**config.mk**
```make
export PLATFORM = sky130hd
export DESIGN_NAME = vga_timgen_pro
export DESIGN_NICKNAME = d
export VERILOG_FILES = /design/src/rtl/vga_timgen_pkg.sv /design/src/rtl/vga_axis_fsm.sv /design/src/rtl/vga_timgen_pro.sv
export SDC_FILE = /design/constraint.sdc
export NUM_CORES = 1
export LEC_CHECK = 0
export BUFFER_PORTS_ARGS = -buffer_cell sky130_fd_sc_hd__clkbuf_2
export CAP_MARGIN = 10
export CORE_AREA = 2 2 114 116
export CTS_CLUSTER_SIZE = 16
export DETAILED_ROUTE_END_ITERATION = 12
export DIE_AREA = 0 0 116 118
export PLACE_DENSITY = 0.91
export SLEW_MARGIN = 40
export SYNTH_ARGS = -nofsm -noshare
export SYNTH_HDL_FRONTEND = slang
export SYNTH_SLANG_ARGS = --single-unit
```
**constraint.sdc**
```tcl
create_clock -name clk_i -period 6 [get_ports clk_i]
set_clock_uncertainty 0.15 [all_clocks]
set_input_delay 1.8 -clock clk_i [delete_from_list [all_inputs] [get_ports clk_i]]
set_output_delay 1.8 -clock clk_i [all_outputs]
set_load 0.02 [all_outputs]
```
**src/rtl/vga_timgen_pkg.sv**
```systemverilog
// Shared types for the VGA/LCD timing generator: axis phase encoding and the
// per-axis timing configuration record.
package vga_timgen_pkg;

    localparam int unsigned TIM_W_DEF = 8;
    localparam int unsigned ACT_W_DEF = 12;

    typedef enum logic [1:0] {
        PH_SYNC,
        PH_BP,
        PH_ACT,
        PH_FP
    } phase_e;

    // All fields are "length minus 1", so every phase lasts at least one unit.
    typedef struct packed {
        logic [TIM_W_DEF-1:0] sn;
        logic [TIM_W_DEF-1:0] bp;
        logic [TIM_W_DEF-1:0] fp;
        logic [ACT_W_DEF-1:0] vlen;
    } axis_cfg_t;

    function automatic phase_e next_phase(input phase_e ph);
        phase_e nxt;
        nxt = PH_SYNC;
        unique case (ph)
            PH_SYNC: nxt = PH_BP;
            PH_BP:   nxt = PH_ACT;
            PH_ACT:  nxt = PH_FP;
            PH_FP:   nxt = PH_SYNC;
        endcase
        return nxt;
    endfunction

endpackage

```
**src/rtl/vga_axis_fsm.sv**
```systemverilog
// One timing axis: SYNC/BP/ACTIVE/FP phase FSM with its phase counter and the
// shadowed size fields. Used once per line (horizontal) and once per frame (vertical).
module vga_axis_fsm
    import vga_timgen_pkg::*;
#(
    parameter int unsigned ACT_W = ACT_W_DEF
) (
    input  logic             clk_i,
    input  logic             rst_i,
    input  logic             en_i,
    input  logic             adv_i,
    input  logic             load_i,
    input  axis_cfg_t        cfg_i,
    output phase_e           ph_o,
    output logic [ACT_W-1:0] cnt_o,
    output logic             last_o,
    output logic [ACT_W-1:0] coord_o
);

    phase_e           ph_q;
    logic [ACT_W-1:0] cnt_q;
    axis_cfg_t        shd_q;
    logic [ACT_W-1:0] len;

    always_comb begin
        len = '0;
        unique case (ph_q)
            PH_SYNC: len = ACT_W'(shd_q.sn);
            PH_BP:   len = ACT_W'(shd_q.bp);
            PH_ACT:  len = ACT_W'(shd_q.vlen);
            PH_FP:   len = ACT_W'(shd_q.fp);
        endcase
    end

    // en_i low parks the axis at the start of SYNC regardless of adv_i.
    always_ff @(posedge clk_i or posedge rst_i) begin
        if (rst_i) begin
            ph_q  <= PH_SYNC;
            cnt_q <= '0;
            shd_q <= '0;
        end else begin
            if (load_i) begin
                shd_q <= cfg_i;
            end
            if (!en_i) begin
                ph_q  <= PH_SYNC;
                cnt_q <= '0;
            end else if (adv_i) begin
                if (cnt_q == len) begin
                    cnt_q <= '0;
                    ph_q  <= next_phase(ph_q);
                end else begin
                    cnt_q <= cnt_q + ACT_W'(1);
                end
            end
        end
    end

    assign ph_o    = ph_q;
    assign cnt_o   = cnt_q;
    assign last_o  = (ph_q == PH_FP) && (cnt_q == ACT_W'(shd_q.fp));
    assign coord_o = (ph_q == PH_ACT) ? cnt_q : '0;

endmodule

```
**src/rtl/vga_timgen_pro.sv**
```systemverilog
// VGA/LCD timing generator top: two axis FSMs plus registered sync/de/strobe outputs.
// Optional line-match interrupt enabled by defining VGA_TIMGEN_LINE_IRQ_EN.
module vga_timgen_pro
    import vga_timgen_pkg::*;
#(
    parameter int unsigned TIM_W = TIM_W_DEF,
    parameter int unsigned ACT_W = ACT_W_DEF
) (
    input  logic             clk_i,
    input  logic             rst_i,
    input  logic             en_i,
    input  logic             hpol_i,
    input  logic             vpol_i,
    input  logic [TIM_W-1:0] hsnsize_i,
    input  logic [TIM_W-1:0] hbpsize_i,
    input  logic [TIM_W-1:0] hfpsize_i,
    input  logic [ACT_W-1:0] hvlen_i,
    input  logic [TIM_W-1:0] vsnsize_i,
    input  logic [TIM_W-1:0] vbpsize_i,
    input  logic [TIM_W-1:0] vfpsize_i,
    input  logic [ACT_W-1:0] vvlen_i,
    input  logic [ACT_W-1:0] irq_line_i,
    output logic             hsync_o,
    output logic             vsync_o,
    output logic             de_o,
    output logic             hend_o,
    output logic             vend_o,
    output logic             fstart_o,
    output logic [ACT_W-1:0] x_o,
    output logic [ACT_W-1:0] y_o,
    output logic             line_irq_o
);

    axis_cfg_t        h_cfg, v_cfg;
    phase_e           h_ph, v_ph;
    logic [ACT_W-1:0] h_cnt, v_cnt, h_coord, v_coord;
    logic             h_last, v_last;
    logic             run_q, load, hpol_q, vpol_q;

    always_comb begin
        h_cfg      = '0;
        h_cfg.sn   = TIM_W_DEF'(hsnsize_i);
        h_cfg.bp   = TIM_W_DEF'(hbpsize_i);
        h_cfg.fp   = TIM_W_DEF'(hfpsize_i);
        h_cfg.vlen = ACT_W_DEF'(hvlen_i);
        v_cfg      = '0;
        v_cfg.sn   = TIM_W_DEF'(vsnsize_i);
        v_cfg.bp   = TIM_W_DEF'(vbpsize_i);
        v_cfg.fp   = TIM_W_DEF'(vfpsize_i);
        v_cfg.vlen = ACT_W_DEF'(vvlen_i);
    end

    // The axis state leads the outputs by one clock; run_q holds the axes at
    // (0,0) for the first enabled cycle so that pixel is emitted one clock later.
    assign load = !en_i || (run_q && h_last && v_last);

    vga_axis_fsm #(.ACT_W(ACT_W)) u_h_axis (
        .clk_i   (clk_i),
        .rst_i   (rst_i),
        .en_i    (en_i),
        .adv_i   (run_q),
        .load_i  (load),
        .cfg_i   (h_cfg),
        .ph_o    (h_ph),
        .cnt_o   (h_cnt),
        .last_o  (h_last),
        .coord_o (h_coord)
    );

    vga_axis_fsm #(.ACT_W(ACT_W)) u_v_axis (
        .clk_i   (clk_i),
        .rst_i   (rst_i),
        .en_i    (en_i),
        .adv_i   (run_q && h_last),
        .load_i  (load),
        .cfg_i   (v_cfg),
        .ph_o    (v_ph),
        .cnt_o   (v_cnt),
        .last_o  (v_last),
        .coord_o (v_coord)
    );

    logic             hsync_q, vsync_q, de_q, hend_q, vend_q, fstart_q;
    logic [ACT_W-1:0] x_q, y_q;

    always_ff @(posedge clk_i or posedge rst_i) begin
        if (rst_i) begin
            run_q    <= 1'b0;
            hpol_q   <= 1'b0;
            vpol_q   <= 1'b0;
            hsync_q  <= 1'b1;
            vsync_q  <= 1'b1;
            de_q     <= 1'b0;
            hend_q   <= 1'b0;
            vend_q   <= 1'b0;
            fstart_q <= 1'b0;
            x_q      <= '0;
            y_q      <= '0;
        end else begin
            run_q <= en_i;
            if (load) begin
                hpol_q <= hpol_i;
                vpol_q <= vpol_i;
            end
            if (en_i && run_q) begin
                hsync_q  <= (h_ph == PH_SYNC) ? hpol_q : !hpol_q;
                vsync_q  <= (v_ph == PH_SYNC) ? vpol_q : !vpol_q;
                de_q     <= (h_ph == PH_ACT) && (v_ph == PH_ACT);
                hend_q   <= h_last;
                vend_q   <= h_last && v_last;
                fstart_q <= (h_ph == PH_SYNC) && (h_cnt == '0) &&
                            (v_ph == PH_SYNC) && (v_cnt == '0);
                x_q      <= h_coord;
                y_q      <= v_coord;
            end else begin
                hsync_q  <= !hpol_q;
                vsync_q  <= !vpol_q;
                de_q     <= 1'b0;
                hend_q   <= 1'b0;
                vend_q   <= 1'b0;
                fstart_q <= 1'b0;
                x_q      <= '0;
                y_q      <= '0;
            end
        end
    end

`ifdef VGA_TIMGEN_LINE_IRQ_EN
    logic irq_q;

    // y never exceeds vvlen, so an out-of-range irq_line_i simply never matches.
    always_ff @(posedge clk_i or posedge rst_i) begin
        if (rst_i) begin
            irq_q <= 1'b0;
        end else begin
            irq_q <= en_i && run_q && (h_ph == PH_SYNC) && (h_cnt == '0) &&
                     (v_ph == PH_ACT) && (v_coord == irq_line_i);
        end
    end

    assign line_irq_o = irq_q;
`else
    logic unused_irq_line;

    assign unused_irq_line = ^irq_line_i;
    assign line_irq_o      = 1'b0;
`endif

    assign hsync_o  = hsync_q;
    assign vsync_o  = vsync_q;
    assign de_o     = de_q;
    assign hend_o   = hend_q;
    assign vend_o   = vend_q;
    assign fstart_o = fstart_q;
    assign x_o      = x_q;
    assign y_o      = y_q;

endmodule

```
# Word level (Yosys, flattened, before mapping)
# Index checks and enable logic that the tools add are counted.
[word_totals]
ff_bits = 133
output_inout_bits = 31
elab_cells = 87
[op_classes]
n_addsub = 2
n_eq_ne = 14
mux = 28
n_reduce_logical = 20
[op_table]
columns = ["cell", "n"]
rows = [
  ["12-bit 2-to-1 mux", 10],
  ["12-bit one-hot mux with 4 select lines", 2],
  ["12-bit by 1-bit adder with 12-bit output (second input constant)", 2],
  ["12-bit == test", 2],
  ["12-bit by 8-bit == test with 1-bit output", 2],
  ["12-bit logical NOT", 2],
  ["2-bit one-hot mux with 4 select lines", 2],
  ["2-bit 2-to-1 mux", 6],
  ["1-bit logical AND", 10],
  ["2-bit == test (second input constant)", 4],
  ["1-bit 2-to-1 mux", 8],
  ["2-bit by 1-bit != test with 1-bit output (second input constant)", 4],
  ["2-bit by 1-bit == test with 1-bit output (second input constant)", 2],
  ["2-bit logical NOT", 2],
  ["2-bit AND reduction", 2],
  ["1-bit logical NOT", 3],
  ["1-bit logical OR", 1],
]

# Longest topological paths before layout
# Gate-level depths: netlist of the first run.
[logic_depth]
depth_word = 6
depth_mapped = 10

# Hierarchy
# Synthesis of the first run repeated with hierarchy kept, for this count alone.
[unflattened]
cells_unflattened = 592
hier_area_um2 = 6640.1
[modules_own_cells]
columns = ["mod", "n_inst", "cells_per_inst", "area_per_inst_um2", "seq_area_each_um2"]
rows = [
  ["vga_axis_fsm", 2, 251, 2727.6, 1251.2],
  ["vga_timgen_pro", 1, 90, 1184.9, 828.3],
]

# Worst setup path before layout of the first run
# OpenSTA, ideal clock, no wires.
[synth_path]
path_kind = "input -> register"
startpoint = "input en_i"
endpoint = "register u_h_axis.cnt_q[11] (netlist: u_h_axis.cnt_o[11])"
arrival_time_ns = 2.633
path_slack_ns = 3.069
cell_stages = 5
n_path_buf = 0
cell_sequence = "a21boi_0 > nand4_1 > nor3_1 > xnor2_1 > nor2_1"
[synth_via]
elab_chain_cells = 1
elab_cells_between_ends = 2
cone_classes = "eq/ne: 1; mux: 1"
[synth_lines]
columns = ["item", "line_no", "text"]
rows = [
  ["start: declaration", "vga_timgen_pro.sv:11", "input logic en_i,"],
  ["2-bit by 1-bit != test with 1-bit output (no source line) / 12-bit 2-to-1 mux (equally long branches)", "--", ""],
  ["end signal: assignment", "vga_axis_fsm.sv:53", "cnt_q <= cnt_q + ACT_W'(1);"],
  ["end: declaration", "vga_axis_fsm.sv:21", "logic [ACT_W-1:0] cnt_q;"],
]
# Parallel ways exist; a longest one is shown, timed or not.
# A chain may end at the register's enable or synchronous reset.

# Final worst setup path of the first run
[layout_path]
startpoint = "register u_v_axis.ph_q[1] (netlist: u_v_axis.ph_o[1])"
endpoint = "register u_v_axis.ph_q[0] (netlist: u_v_axis.ph_o[0])"
[layout_via]
elab_chain_cells = 5
elab_cells_between_ends = 12
cone_classes = "eq/ne: 5; mux: 5; reduce/logical: 2"
[layout_lines]
columns = ["item", "line_no", "text"]
rows = [
  ["start: declaration", "vga_axis_fsm.sv:20", "phase_e ph_q;"],
  ["start signal: assignment", "vga_axis_fsm.sv:51", "ph_q <= next_phase(ph_q);"],
  ["2-bit == test, or another cell as far along", "vga_timgen_pkg.sv:26, vga_axis_fsm.sv:27", ""],
  ["12-bit one-hot mux with 4 select lines / 2-bit one-hot mux with 4 select lines (equally long branches)", "vga_axis_fsm.sv:27, vga_timgen_pkg.sv:26", ""],
  ["12-bit == test / 2-bit 2-to-1 mux (equally long branches)", "vga_axis_fsm.sv:49", "if (cnt_q == len) begin"],
  ["2-bit by 1-bit != test with 1-bit output (no source line) / 2-bit 2-to-1 mux (equally long branches)", "--", ""],
  ["2-bit AND reduction (no source line) / 2-bit 2-to-1 mux (equally long branches)", "--", ""],
]
# Parallel ways exist; a longest one is shown, timed or not. The select of a mux whose other input is x is not followed.

==> impl_metrics.toml, run 1 <==
[worst_setup_path]
cp.arrival_ns = 3.54
highest_cell_delay_on_the_worst_timing_path_ns = 0.62
worst_r2r_startpoint = "u_v_axis.ph_o[1]$_DFFE_PP0P_"
cpMaxStageDelayCell = "sky130_fd_sc_hd__ha_1"
worstSetupPathType = "reg -> reg"
worstSetupStartpoint = "u_v_axis.ph_o[1]$_DFFE_PP0P_"
cp_num_buf_inv = 3
worstSetupStartpointType = "flop"
endpoint_kind = "flop"
timing.reg2reg.setup_slack_ns = 2.66
timing.critical_path.cells = "inv_1, ha_1, nand2b_1, nor2_1, o32ai_1, nand3_1, nor4_4, buf_4, buf_4, mux2i_1"
endpoint_of_the_most_critical_register_to_register_path = "u_v_axis.ph_o[0]$_DFFE_PP0P_"
critical_path.max_fanout = 12
cp_common_cell = "sky130_fd_sc_hd__buf_4"
worst-r2r-cell-count = 10
required_ns = 6.20
critical_path.top_delay_family = "simple AND/OR/NAND/NOR gates"

[floorplan]
die-height_um = 118
ios = 120
coreArea_sq_um = 12410
die_width_um = 116
floorplan.die_area_sq_um = 13690
rows = 41
start_util = 0.5593

[drt]
drtAntennaViolNets = 0
detail_route.iter0.violations = 410
overall_via_count_from_detail_route = 4726
routed_wl_mm = 15.84
drt_wl_cell_um = 19.25
detail_route.drc_violations = 0
detail_routed_via_count_per_cell = 5.742
detail_route.first_pass.iterations = 5

[clocking]
cts_sinks = 133
post_cts.repair.setup_buffers = 0
cts_inserted_buffers = 17
clock_insertion_delay_worst_skew_ns = 0.43
quantity_of_hold_fixing_buffers_added_after_cts = 0
clk_transition_reported_paths_ns = 0.06
cts_repair_resize_count = 0
clock_tree.htree_level_count = 4
cts_tree = "done"
ctsLongestPathBuffers = 2
cts_root_buffer = "sky130_fd_sc_hd__clkbuf_16"

[yosys]
seq_area_frac_synth = 0.4797
synth_top_flop_cell = "sky130_fd_sc_hd__dfrtp_1"
ys_warn_count = 0
synth.net_count = 647
synth-async-reset-ratio = 1.000
synth.lib_cells_used.distinct = 51
synth.cell_area_sq_um = 6943
number_of_storage_elements_in_the_synthesis_netlist = 133
avgSynthCellArea_sq_um = 12.72
synth_enable_flop_cells = 0
syn-instance-count = 546

[timing]
finalCritPeriodShare = 0.5561
finalCriticalPeriod_ns = 3.337
slew_viol_final = 0
rsz0062_at_grt = "no"
slew-limit-headroom = 0.5259
setup_tns_ns = 0
max_freq_mhz = 299.7
setup_violations = 0
max_slew.worst_pin.slew_ns = 0.7112
final-hold-violation-count = 0

[power_and_ir_drop]
vdd_drop_max_mv = 0.2117
power_density_nw_per_um2 = 288.5
static-leakage-power_nw = 3.895

[placed_design]
place_hpwl_mm = 10.55
place.gp.congestion = 0.8373
placed_cell_area_sq_um = 7410
port_buffers = 106

[cells_and_area]
fill_cells = 891
ff_latch_area_sq_um = 3331
area_growth_pct = 15.98
stdcell_area_sq_um = 8053
num-nets-final = 739
layout-drive-gt1-share = 0.3717
n_antenna_cell = 0
multi_input_area_sq_um = 3152

[grt]
grt_first_pass_wirelength_mm = 25.95
grt_total_usage = 0.2484
pin_count_of_the_biggest_net_entering_global_routing = 64
global_route.overflow_total = 0
number_of_global_route_vias_before_repair = 5032
initial_antenna_violation_count = 0

[job]
maximum_capacitance_violations = 0

[hold_path]
whs_path_depth = 1
timing.hold.worst.class = "reg -> reg"
worst_hold_path.endpoint = "vsync_o$_DFF_PP1_"
worstHoldStart = "vpol_q$_DFFE_PP0P_"

[status]
run_status = "completed"
state kept, by name, summed over array words and instances (netlist names):
name            flops
hpol_q              1
u_v_axis.cnt_o     12
fstart_o            1
hsync_o             1
u_v_axis.ph_o       2
u_h_axis.ph_o       2
u_h_axis.shd_q     36
vsync_o             1
y_o                12
u_v_axis.shd_q     36
run_q               1
vpol_q              1
x_o                12
u_h_axis.cnt_o     12
vend_o              1
hend_o              1
de_o                1
per-layer routing:
metal | vias up | wire length (um) | GRT usage
met5 | - | 0 | 0
met3 | 43 | 1170 | 0.06334
met1 | 2345 | 6450 | 0.3202
met4 | 0 | 439 | 0.1116
li1 | 2100 | - | -
met2 | 238 | 7779 | 0.3936
stage by stage:
stage	utilization	hold WS [ns]	worst slack (ns)	total power, W	cells
after floorplan	-	0.2533	0.4989	0.001172	546
after global placement	0.5932	0.2658	2.292	0.001218	787
after detailed placement	0.5969	0.2787	2.359	0.001233	791
after CTS	0.6466	0.2879	2.688	0.002328	823
after global routing	0.6487	0.3171	2.499	0.002396	823
final	0.6487	0.2849	2.663	0.002323	823
worst register-to-register path, stage by stage (launching register included):
cell,delay [ns]
sky130_fd_sc_hd__dfrtp_1,0.42
sky130_fd_sc_hd__inv_1,0.10
sky130_fd_sc_hd__ha_1,0.62
sky130_fd_sc_hd__nand2b_1,0.29
sky130_fd_sc_hd__nor2_1,0.09
sky130_fd_sc_hd__o32ai_1,0.28
sky130_fd_sc_hd__nand3_1,0.21
sky130_fd_sc_hd__nor4_4,0.51
sky130_fd_sc_hd__buf_4,0.25
sky130_fd_sc_hd__buf_4,0.15
sky130_fd_sc_hd__mux2i_1,0.19
area by class of cell:
cell class	count	area share
sequential	133	0.4136
multi-input combinational	342	0.3914
timing repair buffer	113	0.07676
clock buffer	23	0.05811
tap	172	0.02672
clock inverter	9	0.01865
inverter	31	0.01476
power breakdown:
part           internal [W]  switching (W)
sequential         0.000954      0.0000500
clock              0.000714       0.000381
combinational      0.000123       0.000102
synthesized netlist by cell type, drive strengths merged (2+ instances only):
cell type / n / area share
nand2b: 2 / 0.0018
clkbuf: 13 / 0.0086
buf: 26 / 0.042
nor4bb: 3 / 0.0043
nor2b: 2 / 0.0018
nor2: 23 / 0.012
a222oi: 16 / 0.023
nand2: 16 / 0.0094
or4: 2 / 0.0022
a31oi: 4 / 0.0036
nor4: 9 / 0.014
and2: 26 / 0.024
xnor2: 39 / 0.049
nand3: 16 / 0.012
mux2: 74 / 0.15
inv: 30 / 0.016
dfrtp: 131 / 0.47
nor4b: 2 / 0.0025
o21ai: 6 / 0.0059
o32ai: 5 / 0.0063
o22ai: 3 / 0.0027
mux2i: 23 / 0.033
nand4: 15 / 0.014
nor3: 14 / 0.017
ha: 12 / 0.022
and3: 8 / 0.0072
dfstp: 2 / 0.0076
o41ai: 2 / 0.0063
xor2: 15 / 0.019
layout by cell type (no fill, tap or decap), types with 8 or more instances in the layout:
cell type | netlist | final
sky130_fd_sc_hd__ha_1 | 12 | 12
sky130_fd_sc_hd__nand4_1 | 14 | 14
sky130_fd_sc_hd__a222oi_1 | 16 | 16
sky130_fd_sc_hd__xor2_1 | 15 | 15
sky130_fd_sc_hd__mux2i_1 | 23 | 23
sky130_fd_sc_hd__dfrtp_1 | 131 | 131
sky130_fd_sc_hd__clkbuf_16 | 0 | 17
sky130_fd_sc_hd__xnor2_1 | 39 | 39
sky130_fd_sc_hd__clkbuf_2 | 1 | 106
sky130_fd_sc_hd__mux2_4 | 60 | 60
sky130_fd_sc_hd__and2_1 | 25 | 25
sky130_fd_sc_hd__nor3_2 | 10 | 10
sky130_fd_sc_hd__mux2_2 | 14 | 14
sky130_fd_sc_hd__nor2_1 | 23 | 23
sky130_fd_sc_hd__inv_1 | 29 | 28
sky130_fd_sc_hd__and3_1 | 8 | 8
sky130_fd_sc_hd__nand3_1 | 16 | 16
sky130_fd_sc_hd__nand2_1 | 14 | 14
cells by family (layout without fill, tap and decap cells):
logic type,Yosys count,in the layout,synth area share
buf+inv,71,176,0.06884
other cells,1,1,0.0005401
mux,97,97,0.1856
flops,133,133,0.4797
compound gates,38,38,0.04974
xor+xnor,54,54,0.06812
simple gates,140,140,0.1258
fa+ha+maj,12,12,0.02162
worst max path at each step:
stage               slack (ns)  depth (start not counted)                              to
finish                    2.66                         10    u_v_axis.ph_o[0]$_DFFE_PP0P_
floorplan                 0.50                          1                  de_o$_DFF_PP0_
detailed placement        2.36                          5   u_v_axis.cnt_o[1]$_DFFE_PP0P_
global placement          2.29                          4  u_v_axis.shd_q[11]$_DFFE_PP0P_
global route              2.50                         10    u_v_axis.ph_o[1]$_DFFE_PP0P_
CTS                       2.69                         10    u_v_axis.ph_o[0]$_DFFE_PP0P_
Power figures use the tool's default switching activity.
==> run 2, diff against run 1 <==
==> constraint.sdc (replaced) <==
create_clock -name clk_i -period 3.35 [get_ports clk_i]
set_clock_uncertainty 0.15 [all_clocks]
set_input_delay 1.005 -clock clk_i [delete_from_list [all_inputs] [get_ports clk_i]]
set_output_delay 1.005 -clock clk_i [all_outputs]
set_load 0.02 [all_outputs]
==> run 2 against run 1 <==
Critical path type unchanged. Non-clock buffer count rose by 6. Power grew 81%. Maximum frequency rose by 7.3%. Sequential share of layout area fell by 0.46 points. Global-route usage is 0.33 points lower. Clock power is 84% higher. Largest cell class unchanged. Register-to-register slack lost 2.4 ns. Die area unchanged. Critical endpoint unchanged. Flip-flop and latch count is the same. Worst hold slack better by 0.0029 ns.
==> impl_metrics.toml, run 2 (synthesis results as in run 1) <==
[status]
run_status = "completed"

[cells_and_area]
fill_cells = 871
ff_latch_area_sq_um = 3331
top_flop_regs = "u_h_axis.shd_q: 36 flops, u_v_axis.shd_q: 36 flops"
layout-drive-gt1-share = 0.3805
layout.cells.most_common_list = "sky130_fd_sc_hd__dfrtp_1 (131), sky130_fd_sc_hd__clkbuf_2 (106), sky130_fd_sc_hd__mux2_4 (60)"
num-nets-final = 745
area_growth_pct = 17.28
multi_input_area_sq_um = 3134
n_antenna_cell = 0
leading_cell_type_in_the_layout_fill_and_taps_excluded = "sky130_fd_sc_hd__dfrtp_1"
fin_cells = 829

[timing]
slew-limit-headroom = 0.5566
finalCritPeriodShare = 0.9286
finalCriticalPeriod_ns = 3.111
max_freq_mhz = 321.5
slew_viol_final = 0
final-hold-violation-count = 0
setup_violations = 0
rsz0062_at_grt = "no"
setup_tns_ns = 0
max_slew.worst_pin.slew_ns = 0.6652

[grt]
global_route.overflow_total = 0
number_of_global_route_vias_before_repair = 5098
pin_count_of_the_biggest_net_entering_global_routing = 75
initial_antenna_violation_count = 0
grt_total_usage = 0.2451
grt_first_pass_wirelength_mm = 26.11

[power_and_ir_drop]
seqPwrFrac = 0.426
switching_power_w = 0.0009733
power.combinational.fraction = 0.097
power_density_nw_per_um2 = 517.4
p_int_w = 0.003240
static-leakage-power_nw = 3.934
vdd_drop_max_mv = 0.2546
power.share.switching = 0.2310
clkPwrFrac = 0.477

[clocking]
cts_tree = "done"
cts_root_buffer = "sky130_fd_sc_hd__clkbuf_16"
cts_sinks = 133
ctsLongestPathBuffers = 2
clk_transition_reported_paths_ns = 0.06
quantity_of_hold_fixing_buffers_added_after_cts = 0
cts_repair_resize_count = 0
clock_insertion_delay_worst_skew_ns = 0.42
post_cts.repair.setup_buffers = 0
cts_inserted_buffers = 17
clock_tree.htree_level_count = 4

[drt]
drt_wl_cell_um = 19.26
routed_wl_mm = 15.96
dr_wl_met3_mm = 1.281
overall_via_count_from_detail_route = 4812
maxUsedRoutingLayer = "met4"
drt-met1-wl_mm = 6.603
detail_routed_via_count_per_cell = 5.805
wl_met2_mm = 7.600
detail_route.drc_violations = 0
drtAntennaViolNets = 0
detail_route.first_pass.iterations = 8
detail_route.iter0.violations = 413

[worst_setup_path]
cp.arrival_ns = 3.29
worstSetupStartpointType = "flop"
required_ns = 3.53
critical_path.top_delay_family = "simple AND/OR/NAND/NOR gates"
cp_common_cell = "sky130_fd_sc_hd__mux2i_1"
highest_cell_delay_on_the_worst_timing_path_ns = 0.45
timing.critical_path.cells = "inv_1, ha_1, a222oi_1, mux2i_1, xnor2_1, nand4_1, nor4_4, buf_4, mux2i_1"
cp_num_buf_inv = 2
endpoint_kind = "flop"
critical_path.max_fanout = 12
worstSetupPathType = "reg -> reg"
cpMaxStageDelayCell = "sky130_fd_sc_hd__nor4_4"

[placed_design]
port_buffers = 106
place_hpwl_mm = 10.70
place.gp.congestion = 0.8689
placedCellCount = 796

[hold_path]
timing.hold.worst.class = "reg -> reg"

[floorplan]
coreArea_sq_um = 12410
die-height_um = 118
ios = 120
floorplan.die_area_sq_um = 13690
start_util = 0.5593
die_width_um = 116
rows = 41

[job]
maximum_capacitance_violations = 0
[run 2: path summary, 6_finish.rpt]
kind / startpoint / endpoint / slack [ns] / cells after the start
worst max-delay path: u_v_axis.ph_o[0]$_DFFE_PP0P_ / u_v_axis.ph_o[0]$_DFFE_PP0P_ / 0.24 / 9
min in group asynchronous: rst_i / hend_o$_DFF_PP0_ / 0.42 / 2
max in group asynchronous: rst_i / hsync_o$_DFF_PP1_ / 1.87 / 4
worst min-delay path: hpol_q$_DFFE_PP0P_ / hsync_o$_DFF_PP1_ / 0.29 / 1
worst min register to register: hpol_q$_DFFE_PP0P_ / hsync_o$_DFF_PP1_ / 0.29 / 1
worst max register to register: u_v_axis.ph_o[0]$_DFFE_PP0P_ / u_v_axis.ph_o[0]$_DFFE_PP0P_ / 0.24 / 9
[run 2: layout make-up]
cell class	instances	area share
Tap cell	172	0.02643
Clock inverter	11	0.02136
Inverter	31	0.01475
Sequential cell	133	0.4090
Timing Repair Buffer	119	0.08574
Clock buffer	21	0.05778
Multi-Input combinational cell	342	0.3849
[run 2: power by group through the flow]
stage	logic, W	clock network [W]	registers [W]
after floorplan	0.000308	0	0.00179
after global placement	0.000382	0	0.00181
after detailed placement	0.000402	0	0.00182
after CTS	0.000409	0.00203	0.00179
after global routing	0.000443	0.00211	0.00180
final	0.000410	0.00201	0.00179
[run 2: stage by stage]
stage          cell area [sq um]  setup slack, ns  utilization  total power, W  hold slack [ns]
4_1_cts                     8115           0.3081       0.6537        0.004228           0.2871
3_3_place_gp                7471           0.5187       0.6018        0.002192           0.2659
6_report                    8143           0.2393       0.6559        0.004213           0.2879
5_1_grt                     8143          0.07053       0.6559        0.004352           0.3132
2_1_floorplan               6947           0.5454            -        0.002100           0.2533
3_5_place_dp                7471           0.4245       0.6018        0.002217           0.2729
[run 2: metal layers]
metal | up-vias | GRT usage
li1 | 2109 | -
met5 | - | 0
met4 | 0 | 0.1079
met1 | 2367 | 0.3263
met3 | 54 | 0.06437
met2 | 282 | 0.3772
==> run 3, diff against run 2 <==
--- a/config.mk
+++ b/config.mk
@@ -12,6 +12,7 @@
 export DETAILED_ROUTE_END_ITERATION = 12
 export DIE_AREA = 0 0 116 118
 export PLACE_DENSITY = 0.91
+export RECOVER_POWER = 25
 export SLEW_MARGIN = 40
 export SYNTH_ARGS = -nofsm -noshare
 export SYNTH_HDL_FRONTEND = slang
==> run 3 against run 2 <==
The run now ends with max-capacitance violations, max-slew violations left. Worst hold slack better by 0.0011 ns. Critical path depth stayed put. Maximum frequency is 0.17% lower. Count of clock-buffer cells in the layout stayed put. Wire length is 0.13% lower. Largest power group unchanged. Worst setup slack worse by 0.0054 ns. Combinational power is 2% lower. Critical endpoint unchanged. Global-route usage stayed put.
==> impl_metrics.toml, run 3 (synthesis results as in run 1) <==
[clocking]
clock_insertion_delay_worst_skew_ns = 0.42
cts_repair_resize_count = 0
quantity_of_hold_fixing_buffers_added_after_cts = 0
clock_tree.htree_level_count = 4
cts_root_buffer = "sky130_fd_sc_hd__clkbuf_16"
cts_tree = "done"
cts_inserted_buffers = 17
ctsLongestPathBuffers = 2
post_cts.repair.setup_buffers = 0
cts_sinks = 133
clk_transition_reported_paths_ns = 0.06

[drt]
detail_route.drc_violations = 0
wl_met2_mm = 7.583
routed_wl_mm = 15.94
detail_routed_via_count_per_cell = 5.764
detail_route.iter0.violations = 415
overall_via_count_from_detail_route = 4778
drtAntennaViolNets = 0
drt_wl_cell_um = 19.23
maxUsedRoutingLayer = "met4"
drt-met1-wl_mm = 6.700
detail_route.first_pass.iterations = 6
dr_wl_met3_mm = 1.214

[timing]
slew-limit-headroom = -0.1583
finalCriticalPeriod_ns = 3.116
hold-worst-slack_ns = 0.2890
finalCritPeriodShare = 0.9302
setup_tns_ns = 0
slew_viol_final = 68
rsz0062_at_grt = "no"
max_freq_mhz = 320.9
max_slew.worst_pin.slew_ns = 1.737
final-hold-violation-count = 0
setup_violations = 0

[cells_and_area]
num-nets-final = 745
layout-drive-gt1-share = 0.3760
stdcell_area_sq_um = 8084
top_flop_regs = "u_h_axis.shd_q: 36 flops, u_v_axis.shd_q: 36 flops"
leading_cell_type_in_the_layout_fill_and_taps_excluded = "sky130_fd_sc_hd__dfrtp_1"
layout.cells.most_common_list = "sky130_fd_sc_hd__dfrtp_1 (131), sky130_fd_sc_hd__clkbuf_2 (106), sky130_fd_sc_hd__mux2_4 (60)"
n_antenna_cell = 0
area_growth_pct = 16.44

[floorplan]
start_util = 0.5593
coreArea_sq_um = 12410
die-height_um = 118
die_width_um = 116
rows = 41
ios = 120
floorplan.die_area_sq_um = 13690

[placed_design]
place_hpwl_mm = 10.70
port_buffers = 106
place.gp.congestion = 0.8689
placed_cell_area_sq_um = 7471

[worst_setup_path]
cp_common_cell = "sky130_fd_sc_hd__mux2i_1"
required_ns = 3.53
endpoint_kind = "flop"
cpMaxStageDelayCell = "sky130_fd_sc_hd__nor4_4"
cp.arrival_ns = 3.30
worstSetupPathType = "reg -> reg"
highest_cell_delay_on_the_worst_timing_path_ns = 0.44
timing.critical_path.cells = "inv_1, ha_1, a222oi_1, mux2i_1, xnor2_1, nand4_1, nor4_4, buf_4, mux2i_1"
worstSetupStartpointType = "flop"
critical_path.max_fanout = 12

[power_and_ir_drop]
power_density_nw_per_um2 = 520.0
power.combinational.fraction = 0.096
vdd_drop_max_mv = 0.2548
static-leakage-power_nw = 3.906
clkPwrFrac = 0.478
p_int_w = 0.003233
power.share.switching = 0.2309
power.total_w = 0.004204
switching_power_w = 0.0009706
seqPwrFrac = 0.427

[hold_path]
timing.hold.worst.class = "reg -> reg"

[job]
maximum_capacitance_violations = 2

[grt]
grt_first_pass_wirelength_mm = 26.11
initial_antenna_violation_count = 0
global_route.overflow_total = 0
pin_count_of_the_biggest_net_entering_global_routing = 75
number_of_global_route_vias_before_repair = 5098
grt_total_usage = 0.2451

[status]
run_status = "complete, but fails checks"
violated_checks = "max-capacitance violations, max-slew violations"
## run 3: path summary, 6_finish.rpt
kind | startpoint | end | slack, ns | cells past startpoint
worst max-delay path | u_v_axis.ph_o[0]$_DFFE_PP0P_ | u_v_axis.ph_o[0]$_DFFE_PP0P_ | 0.23 | 9
worst min-delay path | hpol_q$_DFFE_PP0P_ | hsync_o$_DFF_PP1_ | 0.29 | 1
worst max register to register | u_v_axis.ph_o[0]$_DFFE_PP0P_ | u_v_axis.ph_o[0]$_DFFE_PP0P_ | 0.23 | 9
worst min register to register | hpol_q$_DFFE_PP0P_ | hsync_o$_DFF_PP1_ | 0.29 | 1
max in group asynchronous | rst_i | u_v_axis.shd_q[3]$_DFFE_PP0P_ | 0.63 | 3
min in group asynchronous | rst_i | hend_o$_DFF_PP0_ | 0.45 | 2
## run 3: final cells by class
class                      instances  area [sq um]
fill                             878          4330
sequential                       133          3331
tap                              172         215.2
clock buffer                      21         470.5
timing repair buffer             119         641.9
inverter                          31         117.6
clock inverter                    11         173.9
multi-input combinational        342          3134
## run 3: power by group through the flow
stage	Clock (W)	Sequential, W	Combinational [W]
2_1_floorplan	0	0.00179	0.000308
3_3_place_gp	0	0.00181	0.000382
3_5_place_dp	0	0.00182	0.000402
4_1_cts	0.00203	0.00179	0.000409
5_1_grt	0.00211	0.00180	0.000434
6_report	0.00201	0.00179	0.000402
## run 3: worst max-delay path, delay by kind of cell, from the launching register on
| kind | cells | cell delay, ns |
|---|---|---|
| simple gates | 2 | 0.65 |
| fa+ha+maj | 1 | 0.42 |
| flops | 1 | 0.41 |
| mux | 2 | 0.39 |
| buf+inv | 2 | 0.38 |
| compound gates | 1 | 0.38 |
| xor+xnor | 1 | 0.24 |
## run 3: per-layer routing
metal / global-route usage / vias to the layer above
li1: - / 2107
met1: 0.3263 / 2366
met2: 0.3772 / 257
met3: 0.06437 / 48
met4: 0.1079 / 0
met5: 0 / -
## run 3: stage by stage
step                  util  setup WS (ns)  cells
global route        0.6512        0.07053    829
CTS                 0.6537         0.3081    828
floorplan                -         0.5454    546
global placement    0.6018         0.5187    796
detailed placement  0.6018         0.4245    796
finish              0.6512         0.2340    829
